**src/rtl/bus_arbiter4_if.sv**
```systemverilog
// Request/grant bundle between four requesters and the round-robin arbiter
// that owns the shared 4:1 source-mux select.
interface bus_arbiter4_if;
  logic [3:0] req;
  logic [3:0] gnt;
  logic [1:0] sel;
  logic       active;
  logic       expired;

  modport slave  (input req, output gnt, sel, active, expired);
  modport master (output req, input gnt, sel, active, expired);
endinterface

```
**src/rtl/bus_arbiter4.sv**
```systemverilog
// Four-requester round-robin arbiter with a one-cycle turnaround between owners.
// Optional burst limit enabled by defining ARB_BURST_LIMIT_EN (uses MAX_BURST).
//
// state | meaning
// IDLE  | no owner, arbitrate every cycle
// BUSY  | sel_q owns the mux, gnt held
// TURN  | one dead cycle after release, then arbitrate
module bus_arbiter4 #(
  parameter int MAX_BURST = 8
) (
  input  logic           clk,
  input  logic           rst,
  bus_arbiter4_if.slave  bus
);

  if (MAX_BURST < 2 || MAX_BURST > 255) begin : g_bad_max_burst
    $error("bus_arbiter4: MAX_BURST out of range 2..255");
  end

  typedef enum logic [1:0] {IDLE, BUSY, TURN} state_t;

  state_t     state_q, state_d;
  logic [3:0] gnt_q, gnt_d;
  logic [1:0] sel_q, sel_d;
  logic       active_q, active_d;
  logic [1:0] last_q, last_d;

  logic       win_vld;
  logic [1:0] win_idx;

`ifdef ARB_BURST_LIMIT_EN
  localparam logic [7:0] BURST_LAST = 8'(MAX_BURST - 1);

  logic [7:0] cnt_q, cnt_d;
  logic       expired_q, expired_d;
  logic       others_req;

  assign others_req = |(bus.req & ~gnt_q);
`endif

  // Search upward from the slot after the last owner, so the previous owner ends up last.
  always_comb begin
    win_vld = 1'b0;
    win_idx = last_q;
    for (int k = 1; k <= 4; k++) begin
      if (!win_vld && bus.req[last_q + 2'(k)]) begin
        win_vld = 1'b1;
        win_idx = last_q + 2'(k);
      end
    end
  end

  always_comb begin
    state_d  = state_q;
    gnt_d    = gnt_q;
    sel_d    = sel_q;
    active_d = active_q;
    last_d   = last_q;
`ifdef ARB_BURST_LIMIT_EN
    cnt_d     = cnt_q;
    expired_d = 1'b0;
`endif
    case (state_q)
      IDLE, TURN: begin
        if (win_vld) begin
          state_d  = BUSY;
          gnt_d    = 4'b0001 << win_idx;
          sel_d    = win_idx;
          active_d = 1'b1;
          last_d   = win_idx;
`ifdef ARB_BURST_LIMIT_EN
          cnt_d    = '0;
`endif
        end else begin
          state_d  = IDLE;
          gnt_d    = '0;
          active_d = 1'b0;
        end
      end
      BUSY: begin
        if (!bus.req[sel_q]) begin
          state_d  = TURN;
          gnt_d    = '0;
          active_d = 1'b0;
        end
`ifdef ARB_BURST_LIMIT_EN
        else if (cnt_q == BURST_LAST && others_req) begin
          state_d   = TURN;
          gnt_d     = '0;
          active_d  = 1'b0;
          expired_d = 1'b1;
        end else if (cnt_q != BURST_LAST) begin
          cnt_d = cnt_q + 8'd1;
        end
`endif
      end
      default: begin
        state_d  = IDLE;
        gnt_d    = '0;
        active_d = 1'b0;
      end
    endcase
  end

  always_ff @(posedge clk or posedge rst) begin
    if (rst) begin
      state_q   <= IDLE;
      gnt_q     <= '0;
      sel_q     <= '0;
      active_q  <= 1'b0;
      last_q    <= 2'd3;
`ifdef ARB_BURST_LIMIT_EN
      cnt_q     <= '0;
      expired_q <= 1'b0;
`endif
    end else begin
      state_q   <= state_d;
      gnt_q     <= gnt_d;
      sel_q     <= sel_d;
      active_q  <= active_d;
      last_q    <= last_d;
`ifdef ARB_BURST_LIMIT_EN
      cnt_q     <= cnt_d;
      expired_q <= expired_d;
`endif
    end
  end

  assign bus.gnt    = gnt_q;
  assign bus.sel    = sel_q;
  assign bus.active = active_q;
`ifdef ARB_BURST_LIMIT_EN
  assign bus.expired = expired_q;
`else
  assign bus.expired = 1'b0;
`endif

endmodule

```
**src/flat_wrapper.sv**
```systemverilog
// flat-port wrapper written by rule: the top's interface ports become plain ports
module bus_arbiter4_flat 
#(
  parameter int MAX_BURST = 8
)
  (clk, rst, bus_req, bus_gnt, bus_sel, bus_active, bus_expired);
  bus_arbiter4_if bus_i ();
  input  logic clk;
  input  logic rst;
  input wire logic [$bits(bus_i.req)-1:0] bus_req;
  output wire logic [$bits(bus_i.gnt)-1:0] bus_gnt;
  output wire logic [$bits(bus_i.sel)-1:0] bus_sel;
  output wire logic [$bits(bus_i.active)-1:0] bus_active;
  output wire logic [$bits(bus_i.expired)-1:0] bus_expired;
  assign bus_i.req = bus_req;
  assign bus_gnt = bus_i.gnt;
  assign bus_sel = bus_i.sel;
  assign bus_active = bus_i.active;
  assign bus_expired = bus_i.expired;
  bus_arbiter4 #(.MAX_BURST(MAX_BURST)) u_core (.clk(clk), .rst(rst), .bus(bus_i));
endmodule
```
**config.mk**
```make
export PLATFORM = sky130hd
export DESIGN_NAME = bus_arbiter4_flat
export DESIGN_NICKNAME = d
export VERILOG_FILES = /design/src/rtl/bus_arbiter4_if.sv /design/src/rtl/bus_arbiter4.sv /design/src/flat_wrapper.sv
export SDC_FILE = /design/constraint.sdc
export NUM_CORES = 1
export LEC_CHECK = 0
export BUFFER_PORTS_ARGS = -buffer_cell sky130_fd_sc_hd__buf_2
export CAP_MARGIN = 5
export CORE_AREA = 2 2 39 41
export CTS_CLUSTER_SIZE = 20
export DETAILED_ROUTE_END_ITERATION = 6
export DIE_AREA = 0 0 41 43
export PLACE_DENSITY_LB_ADDON = 0.2
export SLEW_MARGIN = 20
export SYNTH_ARGS = -nofsm -noshare
export SYNTH_HDL_FRONTEND = slang
export SYNTH_SLANG_ARGS = --single-unit
```
**constraint.sdc**
```tcl
create_clock -name clk -period 1.5 [get_ports clk]
set_input_delay 0.075 -clock clk [delete_from_list [all_inputs] [get_ports clk]]
set_output_delay 0.075 -clock clk [all_outputs]
set_load 0.02 [all_outputs]
```
* After elaboration in Yosys (flattened, before gate mapping)
Cells that the tools add are included.
** Word-level totals
- Bits in registers :: 11
- Latch bits :: 0
- RAM bits :: 0
- ROM bits :: 0
- Output and inout bits :: 8
- Word-level logic and storage cells :: 53
- Memories kept :: 0
** Operators by class
- Add/sub/neg operators :: 3
- Multiply operators :: 0
- Div/mod/pow operators :: 0
- $lt $le $gt $ge :: 5
- Equality and inequality tests :: 3
- Shifts and indexed selects :: 1
- Mux-type cells :: 27
- Bitwise gates (word level) :: 0
- Reductions and logical operators :: 9
** Operators with widths (count)
- 2-bit by 3-bit less-than comparator with 1-bit output, second input constant :: 5
- 1-bit 2-to-1 mux :: 12
- 1-bit binary-select mux with 2-bit select :: 5
- 2-bit 2-to-1 mux :: 5
- 4-bit 2-to-1 mux :: 2
- 4-bit case mux with 2 select lines :: 1
- 2-bit adder, second input constant :: 2
- 2-bit case mux with 2 select lines :: 1
- 1-bit by 2-bit << shifter with 4-bit output, first input constant :: 1
- 1-bit logical AND :: 3
- 1-bit zero test :: 3
- 2-bit by 1-bit adder with 2-bit output, second input constant :: 1
- 2-bit by 1-bit equality test with 1-bit output, second input constant :: 1
- 2-bit equality test, second input constant :: 1
- 2-bit zero test :: 1
- 2-bit inequality test, second input constant :: 1
- 1-bit case mux with 2 select lines :: 1
- 2-bit AND reduction :: 1
- 2-bit OR reduction :: 1

* Longest topological paths before layout
Gate-level depths: netlist of the first run.
- Depth in word-level cells :: 16
- Depth in mapped cells :: 5
- Gate-level depth less buffers :: 4

* Worst setup path after synthesis of the first run
Ideal clock, no wire load.
- Path type :: reg-to-reg
- From :: register u_core.sel_q[0], in the netlist u_core.bus.sel[0]
- To :: register u_core.state_q[0]
- Library setup time :: 0.124 ns
- Arrival :: 1.500 ns
- Path slack :: -0.124 ns
- Stages on the path, launching flop included :: 5
- Cells stage by stage :: dfrtp_1 -> mux4_2 -> and3b_1 -> buf_6 -> or2_1
** Between the ends
- Longest elaborated chain between the ends :: 3
** Ends and longest elaborated chain
- start, declared :: RTL line bus_arbiter4.sv:24 : logic [1:0] sel_q, sel_d;
- start signal, assigned :: RTL line bus_arbiter4.sv:119 : sel_q <= sel_d;
- 1-bit binary-select mux with 2-bit select :: RTL line bus_arbiter4.sv:81 : if (!bus.req[sel_q]) begin
- 1-bit 2-to-1 mux (not written as such) :: RTL line bus_arbiter4.sv:81
- 2-bit inequality test (no source line)
- end signal, assigned :: RTL line bus_arbiter4.sv:117 : state_q <= state_d;
- end, declared :: RTL line bus_arbiter4.sv:22 : state_t state_q, state_d;
No other way between the ends. The select of a mux whose other input is x is not followed.
A chain may end at the register's enable or synchronous reset.

* Worst setup path in the final report of the first run
- From :: register u_core.last_q[0]
- To :: register u_core.gnt_q[1], in the netlist u_core.bus.gnt[1]
** Between the ends
- Longest elaborated chain between the ends :: 16
** Ends and longest elaborated chain
- start, declared :: RTL line bus_arbiter4.sv:26 : logic [1:0] last_q, last_d;
- start signal, assigned :: RTL line bus_arbiter4.sv:121 : last_q <= last_d;
- 2-bit by 1-bit adder with 2-bit output :: RTL line bus_arbiter4.sv:46, bus_arbiter4.sv:48
- 1-bit binary-select mux with 2-bit select :: RTL line bus_arbiter4.sv:46 : if (!win_vld && bus.req[last_q + 2'(k)]) begin
- 1-bit 2-to-1 mux (not written as such) :: RTL line bus_arbiter4.sv:46
- 1-bit 2-to-1 mux :: RTL line bus_arbiter4.sv:46
- 1-bit zero test :: RTL line bus_arbiter4.sv:46
- 1-bit logical AND :: RTL line bus_arbiter4.sv:46
- 1-bit 2-to-1 mux :: RTL line bus_arbiter4.sv:46
- 1-bit zero test :: RTL line bus_arbiter4.sv:46
- 1-bit logical AND :: RTL line bus_arbiter4.sv:46
- 1-bit 2-to-1 mux :: RTL line bus_arbiter4.sv:46
- 1-bit zero test :: RTL line bus_arbiter4.sv:46
- 1-bit logical AND :: RTL line bus_arbiter4.sv:46
- 2-bit 2-to-1 mux :: RTL line bus_arbiter4.sv:46
- 1-bit by 2-bit << shifter with 4-bit output :: RTL line bus_arbiter4.sv:67 : gnt_d = 4'b0001 << win_idx;
- 4-bit 2-to-1 mux * :: RTL line bus_arbiter4.sv:65 : if (win_vld) begin
- 4-bit case mux with 2 select lines * :: RTL line bus_arbiter4.sv:63 : case (state_q)
- end signal, assigned :: RTL line bus_arbiter4.sv:118 : gnt_q <= gnt_d;
- end, declared :: RTL line bus_arbiter4.sv:23 : logic [3:0] gnt_q, gnt_d;
Every way passes the cells marked *; elsewhere a longest branch is shown, timed or not. The select of a mux whose other input is x is not followed.

==> results of run 1 <==
==> critical path, delay by kind of cell, from the launching register on <==
family / cells / cell delay, ns
AO/OA/AOI/OAI: 3 / 0.68
flip-flops: 1 / 0.54
AND/OR/NAND/NOR: 1 / 0.12
==> placed cells by master, fill, tap and decap left out <==
master	synthesis	routed
a21o_2	1	1
a21oi_1	2	2
a221o_1	1	1
a221oi_2	1	1
a32o_1	2	2
and3b_2	0	1
buf_2	0	12
buf_4	1	4
clkbuf_1	0	1
clkbuf_4	0	3
conb_1	1	1
dfrtp_1	9	8
dfrtp_2	0	1
dfstp_2	2	2
dlygate4sd3_1	0	1
inv_1	3	3
mux4_2	1	1
nand2_1	3	3
nor2_1	4	4
nor2_2	1	1
nor2b_1	2	2
nor3b_1	1	1
nor4_1	1	1
o211ai_1	1	1
o21a_1	1	1
o21ai_0	8	7
o21ai_2	0	1
or2_1	1	1
or2b_1	1	1
==> worst paths after layout <==
kind                       cells after the start                             to                           from
min in group asynchronous                      3  u_core.bus.active$_DFFE_PP0P_                            rst
min                                            4  u_core.bus.sel[1]$_DFFE_PP0P_                     bus_req[3]
max in group asynchronous                      3   u_core.last_q[0]$_DFFE_PP1P_                            rst
min reg2reg                                    1  u_core.state_q[1]$_DFFE_PP0P_  u_core.state_q[1]$_DFFE_PP0P_
max reg2reg                                    4  u_core.bus.gnt[1]$_DFFE_PP0P_   u_core.last_q[0]$_DFFE_PP1P_
max                                            4  u_core.bus.gnt[1]$_DFFE_PP0P_   u_core.last_q[0]$_DFFE_PP1P_
==> cell type report <==
cell class | count | share of cell area (%)
tap | 16 | 3.00
multi-input combinational | 34 | 34.6
timing repair buffer | 17 | 15.0
sequential | 11 | 41.8
clock buffer | 4 | 3.93
inverter | 3 | 1.69
==> power breakdown <==
group          switching [mW]  total [mW]  internal, mW
Combinational           0.384       0.693         0.310
Sequential             0.0888       0.544         0.456
Clock                  0.0997       0.203         0.103
Total                   0.572        1.44         0.868
==> metrics by stage <==
stage / instances / hold WS (ns)
3_3_place_gp: 77 / 0.0814
4_1_cts: 82 / 0.215
5_1_grt: 85 / 0.299
3_5_place_dp: 77 / 0.0822
6_report: 85 / 0.227
2_1_floorplan: 50 / -0.0741
==> state kept, by name (all words and copies together), names as in the netlist <==
register           cells
u_core.bus.gnt         4
u_core.bus.sel         2
u_core.last_q          2
u_core.state_q         2
u_core.bus.active      1
==> per-layer routing <==
metal  wire [um]  global-route usage [%]
met4          40                    12.0
met2         459                    18.4
met1         503                    21.0
met3          81                    3.14
met5           0                       0
==> cell families (layout without fill, tap and decap cells) <==
| logic type | count (synthesis) | in the layout |
|---|---|---|
| compound gates | 17 | 17 |
| flops | 11 | 11 |
| mux | 1 | 1 |
| simple gates | 15 | 15 |
| other cells | 1 | 1 |
| buf+inv | 5 | 24 |
==> repair_timing <==
item,4_1_cts,5_1_grt
resized for setup,2,1
setup endpoints to repair,1,7
buffers inserted,0,3
pin swaps,2,1
hold endpoints to repair,9,0
hold buffers,1,0
==> impl_metrics.ini, run 1 <==
[timing]
final.setup.tns_ns = 0
layout_setup_ws_ns = 0.0385
finalCriticalPeriod_ns = 1.46
hold_viol = 0
rsz0062_at_grt = true
maxSlewViolCount = 0
fmax_mhz = 684
skew_ns = 0.000844
fin_crit_sh_pct = 97.4
finalSetupViolCount = 0

[worst_setup_path]
crit_path_end_kind = flop
cp-start-kind = flop
crit_chain = or2b_1, o21ai_2, a221o_1, a32o_1
crit_fanout = 3
cp_data_arrival_time_ns = 1.62
reg2reg_slack_ns = 0.04
worstSetupPathType = flop to flop
slowest_delay_ns = 0.54
cp_data_required_time_ns = 1.66
slowest_stage = dfstp_2

[routing]
drtPass1Iterations = 4
viasPerCell = 5.20
drc_errors = 0
wl_per_cell_um = 12.8
vias = 442
drt-initial-drc-count = 8
ant_nets = 0
wirelength_um = 1090

[synth]
synth_top_family_by_area = compound AO/OA/AOI/OAI gates
synth-xor-area-share_pct = 0
synth_cells = 50
yosysMostFrequentCell = dfrtp_1
synth_compound_area_share_pct = 22.2
synthTopCellsByArea = dfrtp_1 (42%), dfstp_2 (9.8%), o21ai_0 (7.5%)
yosysUniqueCellTypes = 24
ys.flop_type = dfrtp_1
synth-edff-count = 0
muxShareOfSynthArea_pct = 4.22
synthArstFlopShare_pct = 100
synth_nets = 56
synth_area_leader_cell = dfrtp_1
synth_common_cells = dfrtp_1 (9), o21ai_0 (8), nor2_1 (4)
ys_seq_area_share_pct = 52.0
ys_seq_elements = 11
avgSynthCellArea_um2 = 10.7
synth_top_area_share_pct = 42.2
synth-simple-area-share_pct = 15.2
synth_adder_area_share_pct = 0
syn_area_um2 = 534
yosysWarnings = 0

[clock_network]
clk_pin_slew_worst_paths_ns = 0.07
numCtsBuffers = 3
htreeDepth = 1
cts.sinks = 11
cts_tree = done
insertion_delay_ns = 0.27
max-clock-path-buffers = 2
cts-root-buf = clkbuf_4

[finish]
seqCellArea_um2 = 279
final_area_um2 = 668
multi_input_area_um2 = 231
final_util_pct = 48.3
fillers = 141
nNetsFinal = 76
syn2layout_area_growth_pct = 25.1
drive_above_1_share_pct = 40.6
insertedDiodeCount = 0

[run_status]
outcome = completed

[global_route]
antenna_found_initial = 0
track_usage_pct = 14.8
grt_pass1_wl_um = 1660
overflow = 0
first_global_vias = 386
grt_max_degree = 12

[pwr]
p_leak_nw = 0.316
powerDensity_mw_per_mm2 = 2160
total_power_mw = 1.44
peakVddDrop_v = 0.000823

[place]
port_buffers = 12
place_area_um2 = 604
finalWeightedCongestion = 0.689
dp_slack_ns = -0.0209
hpwlAfterDp_um = 758

[floorplan]
dieWidth_um = 41
num_rows = 14
pin_count = 14
die-area_mm2 = 0.00176
die_y_um = 43
start_util_pct = 38.6
core-area_mm2 = 0.00138

[flow_run]
cap_violations = 0

[worst_hold_path]
hold_path_class = primary input to flop
No activity file was read; power rests on OpenSTA's default activity.
==> run 2: changes to the inputs <==
--- a/config.mk
+++ b/config.mk
@@ -7,10 +7,9 @@
 export LEC_CHECK = 0
 export BUFFER_PORTS_ARGS = -buffer_cell sky130_fd_sc_hd__buf_2
 export CAP_MARGIN = 5
-export CORE_AREA = 2 2 39 41
+export CORE_UTILIZATION = 40
 export CTS_CLUSTER_SIZE = 20
 export DETAILED_ROUTE_END_ITERATION = 6
-export DIE_AREA = 0 0 41 43
 export PLACE_DENSITY_LB_ADDON = 0.2
 export SLEW_MARGIN = 20
 export SYNTH_ARGS = -nofsm -noshare
==> run 2 against run 1 <==
  * First-iteration DRC count rose by 13%
  * Hold slack got worse by 0.017 ns
  * Clock skew rose by 0.0022 ns
  * Non-clock buffer count fell by 1
  * Critical path depth did not move
  * Register-to-register slack barely moved
==> impl_metrics.ini, run 2 (same netlist as run 1, synthesis figures left out) <==
[routing]
viasPerCell = 5.38
met3_length_um = 33
drt-initial-drc-count = 9
wl_met2_um = 606
drtPass1Iterations = 4
wirelength_met1_um = 506
wl_per_cell_um = 14.2
wirelength_um = 1160
vias = 441
ant_nets = 0
maxUsedRoutingLayer = met4
drc_errors = 0

[global_route]
antenna_found_initial = 0
overflow = 0
track_usage_pct = 20.8
first_global_vias = 423
grt_max_degree = 12
grt_pass1_wl_um = 1930

[timing]
skew_ns = 0.00300
hold_ws_ns = 0.209
finalSetupViolCount = 0
fmax_mhz = 686
fin_crit_sh_pct = 97.2
hold_viol = 0
maxSlewViolCount = 0
finalCriticalPeriod_ns = 1.46

[place]
hpwlAfterDp_um = 853
port_buffers = 12
place_area_um2 = 594
finalWeightedCongestion = 0.801

[worst_setup_path]
crit_path_end_kind = flop
cp_data_required_time_ns = 1.66
slowest_stage = dfstp_2
crit_fanout = 3
cp-start-kind = flop
ff2ff_path_depth = 4
cp_data_arrival_time_ns = 1.62
worstSetupPathType = flop to flop
crit_chain = nor2b_2, o21a_1, a221o_1, a32o_1
slowest_delay_ns = 0.56

[pwr]
peakVddDrop_v = 0.00103
pwr-share-clk_pct = 13.7
combinationalPowerShare_pct = 47.9
switching_power_mw = 0.581
power_frac_seq_pct = 38.4
p_leak_nw = 0.312
sw_frac_of_total_pct = 40.4
p_int_mw = 0.856
powerDensity_mw_per_mm2 = 2180

[worst_hold_path]
hold_path_depth = 4
hold_path_class = primary input to flop

[clock_network]
numCtsBuffers = 3
htreeDepth = 1
max-clock-path-buffers = 2
cts_tree = done
cts.sinks = 11
insertion_delay_ns = 0.27
cts-root-buf = clkbuf_4
clk_pin_slew_worst_paths_ns = 0.06

[finish]
final_common_cell = buf_2
insertedDiodeCount = 0
nNetsFinal = 75
final_util_pct = 56.4
layout_common_cells = buf_2 (12), dfrtp_1 (8), o21ai_0 (6)
final_area_um2 = 661
syn2layout_area_growth_pct = 23.7
largest_reg_flops = 4
drive_above_1_share_pct = 42.6

[floorplan]
die-area_mm2 = 0.00149
core-area_mm2 = 0.00117
dieWidth_um = 38.5
pin_count = 14
start_util_pct = 45.6
die_y_um = 38.5
num_rows = 12

[run_status]
outcome = completed

[flow_run]
cap_violations = 0
run 2: changes by cell type in the layout (fill, tap and decap cells not counted), sizes merged:
cell and change:
buf -1
run 2: cell type report:
type                    instances  area, um^2
repair buffers                 16        92.6
well taps                      14        17.5
clock buffers                   4        26.3
multi-input cells              34         234
fillers                       106         510
flip-flops and latches         11         279
inverters                       3        11.3
run 2: worst max-delay path, delay by kind of cell (launching register included):
| family | cells | cell delay, ns |
|---|---|---|
| flip-flops | 1 | 0.56 |
| AND/OR/NAND/NOR | 1 | 0.05 |
| AO/OA/AOI/OAI | 3 | 0.74 |
run 2: timing repair:
action                                  CTS  global route
endpoints found under the hold margin     9             0
hold buffers                              1             0
endpoints found under the setup margin    2             7
gates resized for setup                   1             5
gates cloned                              0             0
buffers inserted                          1             2
pin swaps                                 1             4
run 2: power by group through the flow:
stage / logic [mW] / clock network, mW / registers, mW
after detailed placement: 0.609 / 0 / 0.563
after global placement: 0.594 / 0 / 0.559
after global routing: 0.764 / 0.223 / 0.570
final: 0.689 / 0.196 / 0.552
after floorplan: 0.361 / 0 / 0.648
after CTS: 0.641 / 0.209 / 0.549
run 2: final timing paths:
path                            slack, ns                           from                            end
worst max-delay path                 0.04   u_core.last_q[0]$_DFFE_PP1P_  u_core.bus.gnt[1]$_DFFE_PP0P_
worst min-delay path                 0.21                     bus_req[1]  u_core.bus.sel[1]$_DFFE_PP0P_
worst max register to register       0.04   u_core.last_q[0]$_DFFE_PP1P_  u_core.bus.gnt[1]$_DFFE_PP0P_
worst min register to register       0.43  u_core.state_q[1]$_DFFE_PP0P_  u_core.state_q[1]$_DFFE_PP0P_
max in group asynchronous            0.84                            rst   u_core.last_q[1]$_DFFE_PP1P_
min in group asynchronous            0.33                            rst  u_core.bus.sel[1]$_DFFE_PP0P_
run 2: per-stage QoR:
stage	worst slack [ns]	instances	TNS (ns)	total power [mW]
3_3_place_gp	-0.0218	74	-0.0218	1.15
3_5_place_dp	-0.0524	74	-0.0524	1.17
5_1_grt	-0.00195	82	-0.00405	1.56
4_1_cts	0.00596	80	0	1.40
2_1_floorplan	-0.0425	50	-0.151	1.01
6_report	0.0421	82	0	1.44
run 2: routing by layer:
layer | vias up | GRT usage (%)
met4 | 0 | 12.9
met3 | 2 | 8.72
met1 | 215 | 23.4
met5 | - | 0
met2 | 9 | 32.1
li1 | 215 | -
